$ cat config.mk
export PLATFORM = sky130hd
export DESIGN_NAME = exec_arbiter
export DESIGN_NICKNAME = d
export VERILOG_FILES = /design/src/rtl/exec_arbiter.sv
export SDC_FILE = /design/constraint.sdc
export NUM_CORES = 1
export LEC_CHECK = 0
export CORE_MARGIN = 10
export CORE_UTILIZATION = 27
export CTS_BUF_LIST = sky130_fd_sc_hd__clkbuf_8
export DETAILED_ROUTE_END_ITERATION = 8
export PLACE_DENSITY = 0.83
export SYNTH_ARGS = -nofsm -noshare
export SYNTH_HDL_FRONTEND = slang
export SYNTH_SLANG_ARGS = --single-unit
export TNS_END_PERCENT = 10
$ cat constraint.sdc
create_clock -name clk -period 1.9 [get_ports clk]
set_input_delay 0.38 -clock clk [delete_from_list [all_inputs] [get_ports clk]]
set_output_delay 0.38 -clock clk [all_outputs]
set_load 0.005 [all_outputs]
$ cat src/rtl/exec_arbiter.sv
// exec_arbiter: shares one exec unit between the execute stage (req0) and the
// address/aux sequencer (req1). One grant per cycle at most; the result and
// flags are registered and returned one cycle later. Also holds the Z/N/C
// condition-code register, written only by grants that ask for it.
module exec_arbiter #(
  parameter int WIDTH     = 16,
  parameter int PRIO_MODE = 0
) (
  input  logic             clk,
  input  logic             rst,
  input  logic             hold,
  input  logic             req0_valid,
  output logic             req0_ready,
  input  logic [2:0]       req0_func,
  input  logic [WIDTH-1:0] req0_a,
  input  logic [WIDTH-1:0] req0_b,
  input  logic             req0_setf,
  input  logic             req1_valid,
  output logic             req1_ready,
  input  logic [2:0]       req1_func,
  input  logic [WIDTH-1:0] req1_a,
  input  logic [WIDTH-1:0] req1_b,
  input  logic             req1_setf,
  output logic             exu_skip,
  output logic [2:0]       exu_func,
  output logic [WIDTH-1:0] exu_a,
  output logic [WIDTH-1:0] exu_b,
  input  logic [WIDTH-1:0] exu_r,
  input  logic             exu_z,
  input  logic             exu_n,
  input  logic             exu_c,
  output logic             rsp0_valid,
  output logic             rsp1_valid,
  output logic [WIDTH-1:0] rsp_r,
  output logic             rsp_z,
  output logic             rsp_n,
  output logic             rsp_c,
  output logic             ccr_z,
  output logic             ccr_n,
  output logic             ccr_c
);

  // ptr_q names the requester preferred when both are valid (round-robin).
  logic             ptr_q, ptr_d;
  logic             rsp0_q, rsp0_d;
  logic             rsp1_q, rsp1_d;
  logic [WIDTH-1:0] res_q, res_d;
  logic [2:0]       flg_q, flg_d;
  logic [2:0]       ccr_q, ccr_d;
  logic             gnt0, gnt1;

  // Grant selection: nothing under reset or hold, lone requester always wins,
  // contention resolved by fixed priority or by the round-robin pointer.
  always_comb begin
    gnt0 = 1'b0;
    gnt1 = 1'b0;
    if (!rst && !hold) begin
      if (req0_valid && !req1_valid) begin
        gnt0 = 1'b1;
      end else if (!req0_valid && req1_valid) begin
        gnt1 = 1'b1;
      end else if (req0_valid && req1_valid) begin
        if ((PRIO_MODE == 1) || !ptr_q) gnt0 = 1'b1;
        else                            gnt1 = 1'b1;
      end
    end
  end

  assign req0_ready = gnt0;
  assign req1_ready = gnt1;

  // Steer the granted operation into the exec unit; idle cycles drive zeros
  // with skip so the unit's flags are also zero.
  always_comb begin
    exu_skip = 1'b1;
    exu_func = 3'd0;
    exu_a    = '0;
    exu_b    = '0;
    if (gnt0) begin
      exu_skip = 1'b0;
      exu_func = req0_func;
      exu_a    = req0_a;
      exu_b    = req0_b;
    end else if (gnt1) begin
      exu_skip = 1'b0;
      exu_func = req1_func;
      exu_a    = req1_a;
      exu_b    = req1_b;
    end
  end

  // Next-state: pointer flips away from the winner, response captures the
  // exec output of the grant cycle, CCR follows only setf grants.
  always_comb begin
    ptr_d  = ptr_q;
    rsp0_d = gnt0;
    rsp1_d = gnt1;
    res_d  = res_q;
    flg_d  = flg_q;
    ccr_d  = ccr_q;
    if (gnt0) ptr_d = 1'b1;
    if (gnt1) ptr_d = 1'b0;
    if (gnt0 || gnt1) begin
      res_d = exu_r;
      flg_d = {exu_z, exu_n, exu_c};
    end
    if ((gnt0 && req0_setf) || (gnt1 && req1_setf)) begin
      ccr_d = {exu_z, exu_n, exu_c};
    end
  end

  // State register; reset clears pointer, responses and CCR, dropping any
  // grant that was in flight.
  always_ff @(posedge clk) begin
    if (rst) begin
      ptr_q  <= 1'b0;
      rsp0_q <= 1'b0;
      rsp1_q <= 1'b0;
      res_q  <= '0;
      flg_q  <= 3'd0;
      ccr_q  <= 3'd0;
    end else begin
      ptr_q  <= ptr_d;
      rsp0_q <= rsp0_d;
      rsp1_q <= rsp1_d;
      res_q  <= res_d;
      flg_q  <= flg_d;
      ccr_q  <= ccr_d;
    end
  end

  assign rsp0_valid = rsp0_q;
  assign rsp1_valid = rsp1_q;
  assign rsp_r      = res_q;
  assign {rsp_z, rsp_n, rsp_c} = flg_q;
  assign {ccr_z, ccr_n, ccr_c} = ccr_q;

endmodule
==> flow_summary.ini <==
[finish]
syn_to_final_growth_pct = 133
drive_gt1_frac = 0.213
filler_cell_count = 418
nNetsFinal = 421

[setup_path]
crit_chain = clkdlybuf4s15_2, nand2_2, and3_4, buf_16, buf_8, a22o_1, buf_2
required_ps = 1520
timing.rr.start = ptr_q$_SDFFE_PP0P_
timing.critical_path.fanout_max = 8
cp.arrival_ps = 1510
startpoint_class_of_the_critical_path = primary input
critical_path.n_buffers_inverters = 4
cp_slowest_stage_delay_ps = 220
critical_path.slowest_cell = clkdlybuf4s15_2
ff2ff_setup_slack_ps = 830
critical-path-top-delay-family = buffers and inverters
r2r.worst_path.cells = 4
r2r_end = ccr_q[2]$_SDFFE_PP0P_
end_kind = primary output
worst_setup_path_type = in -> out

[routing]
vias_per_cell = 4.90
drt-wirelength-per-cell_um = 20.2
drt_first_iter_violations = 58
ant_nets = 0
drt_pass_1_iters = 4
remaining_drc_errors = 0
vias = 1856
wirelength_um = 7640

[clocking]
cts.clk_slew.worst_paths_ps = 80
cts_hold_repair.buffers = 0
clk_root_buffer_cell = clkbuf_8
cts_tree = built
clock_buffer_count_from_cts = 3
cts-root-to-sink-buffers = 2
worstSkewPairLatency_ps = 260
cts.sink_count = 25
htreeDepth = 1

[logic_synthesis]
synthTopCellsByArea = dfxtp_1 (39%), a22o_1 (24%), nand2_1 (11%)
synth.avg_cell_area_um2 = 8.33
synth_warnings = 0
synthesis.instances = 154
synth_top_cell_by_area = dfxtp_1
cell_area_synth_um2 = 1280
synth-seq-cells = 25
synth_nets = 250
synth.lib_cells_used.distinct = 18
synth_top_area_frac = 0.390
synth_seq_area_share = 0.390

[pwr]
leakagePower_nw = 1.27
power_per_cell_area_nw_per_um2 = 443
ir_drop_mv = 0.405
sw_frac_of_total = 0.242
net-switching-power_uw = 320
p_seq_frac = 0.421
p_total_mw = 1.33
power_report.internal_total_mw = 1.01
combPwrFrac = 0.347
clockPowerShare = 0.232

[timing]
period_share = 0.996
hold_slack_ps = 438
period_minus_slack_ps = 1890
rsz_0062_raised_after_global_routing = true
tightestPinTransition_ps = 240
slew_limit_headroom = 0.838
setup-violations-final = 0
fin_skew_ps = 0.497
report.final.slew_viol_count = 0
maxClockFrequency_mhz = 528
timing_hold_violations_final = 0
final.setup.worst_slack_ps = 7.02

[floorplanning]
boundaryPins = 158
std_cell_rows = 25
dieArea_um2 = 7910
die_y_um = 88.9
chipWidth_um = 88.9
initial_standard_cell_utilization_of_the_core = 0.275
coreArea_um2 = 4660

[worst_hold_path]
startpoint_of_the_worst_hold_path = hold
timing.hold.worst_path_depth = 3
min-delay-path-class = in -> reg
whs_endpoint = ptr_q$_SDFFE_PP0P_

[placement]
placement.setup.worst_slack_ps = -634
dpl.hpwl_um = 6070
place.gp.congestion = 0.773
io_buffers = 157

[global_routing]
grt_first_pass_wirelength_um = 10300
grt.overflow.total = 0
largest_net_degree_at_the_start_of_global_routing = 27
groute.usage.overall = 0.171
first_global_vias = 1807
antenna_found_initial = 1

[outcome]
run_status = complete, no violations

[flow_run]
max-cap-violations = 0
metrics by stage:
| stage | std cells | setup TNS [ps] | instance area (um2) | utilization |
|---|---|---|---|---|
| global placement | 363 | -21030 | 2940 | 0.631 |
| finish | 379 | 0 | 2990 | 0.642 |
| CTS | 375 | -500 | 3030 | 0.650 |
| detailed placement | 363 | -22420 | 2940 | 0.631 |
| floorplan | 154 | 0 | 1280 | - |
| global route | 379 | -265 | 2990 | 0.642 |
routing by layer:
metal / wire length [um] / track usage / up-vias
li1: - / - / 901
met1: 2640 / 0.156 / 832
met2: 3820 / 0.325 / 105
met3: 949 / 0.0775 / 18
met4: 228 / 0.0573 / 0
met5: 0 / 0 / -
power groups by stage:
stage               Combinational (mW)  Sequential (mW)  Clock [mW]
finish                           0.460            0.559       0.308
global route                     0.495            0.562       0.344
CTS                              0.461            0.559       0.320
detailed placement               0.463            0.571           0
global placement                 0.455            0.569           0
floorplan                        0.111            0.573           0
layout by cell type, fill, tap and decap left out, drive strengths merged:
master           n
buf             43
clkbuf          17
dlymetal6s2s     1
o21ai            3
clkdlybuf4s50  115
and4             2
nor2             1
clkinv           1
o21a             1
diode            1
o41ai            3
clkdlybuf4s15    5
dlygate4sd2      2
nand2           39
a21oi           20
inv              5
dfxtp           25
nand2b           1
and3             4
a311oi           1
a22o            35
cell type report:
type,instances,area [um2],share of cell area
timing repair buffer,180,1670,0.556
sequential,25,502,0.168
multi-input combinational,110,691,0.231
tap,54,67.6,0.0226
clock inverter,1,5.00,0.00167
inverter,5,18.8,0.00627
antenna,1,2.50,0.000836
clock buffer,3,41.3,0.0138
worst max-delay path by stage:
| stage | start | end | slack, ps | depth (start not counted) |
|---|---|---|---|---|
| finish | req1_valid | exu_func[2] | 7 | 7 |
| floorplan | rst | exu_a[10] | 350 | 5 |
| CTS | ptr_q$_SDFFE_PP0P_ | req1_ready | -110 | 4 |
| global route | ptr_q$_SDFFE_PP0P_ | exu_b[11] | -40 | 5 |
| detailed placement | rst | exu_a[8] | -630 | 6 |
| global placement | rst | exu_b[9] | -590 | 6 |
Yosys cell counts:
master and instances:
a22o_1 35, dfxtp_1 25, a311oi_1 1, inv_1 4
nand2b_1 1, buf_2 6, o41ai_1 3, and3_1 4
o21a_1 1, a21oi_1 20, inv_2 1, clkbuf_1 2
nand2_1 39, buf_4 2, buf_6 4, and4_1 2
o21ai_1 3, nor2_2 1
repair_timing:
action	CTS	global route
gates cloned	2	0
endpoints found under the setup margin	38	36
hold endpoints to repair	0	0
pin swaps	3	19
setup buffers	6	3
gates resized for setup	125	31
logic make-up (layout without fill, tap and decap cells):
kind of cell,after synthesis,after routing,share of synthesized area
other cells,0,1,0
flops,25,25,0.390
buf+inv,19,189,0.0907
compound gates,63,63,0.362
simple gates,47,47,0.157
flip-flops by register name, summed over array words and instances, names as in the netlist:
register	cells
flg_q	3
ccr_q	3
ptr_q	1
rsp0_valid	1
rsp1_valid	1
rsp_r	16
worst min-delay path, stage by stage:
cell and delay (ps):
buf_2 130, inv_1 70, a311oi_1 90
Note: power is estimated with default switching activity, not from simulation.
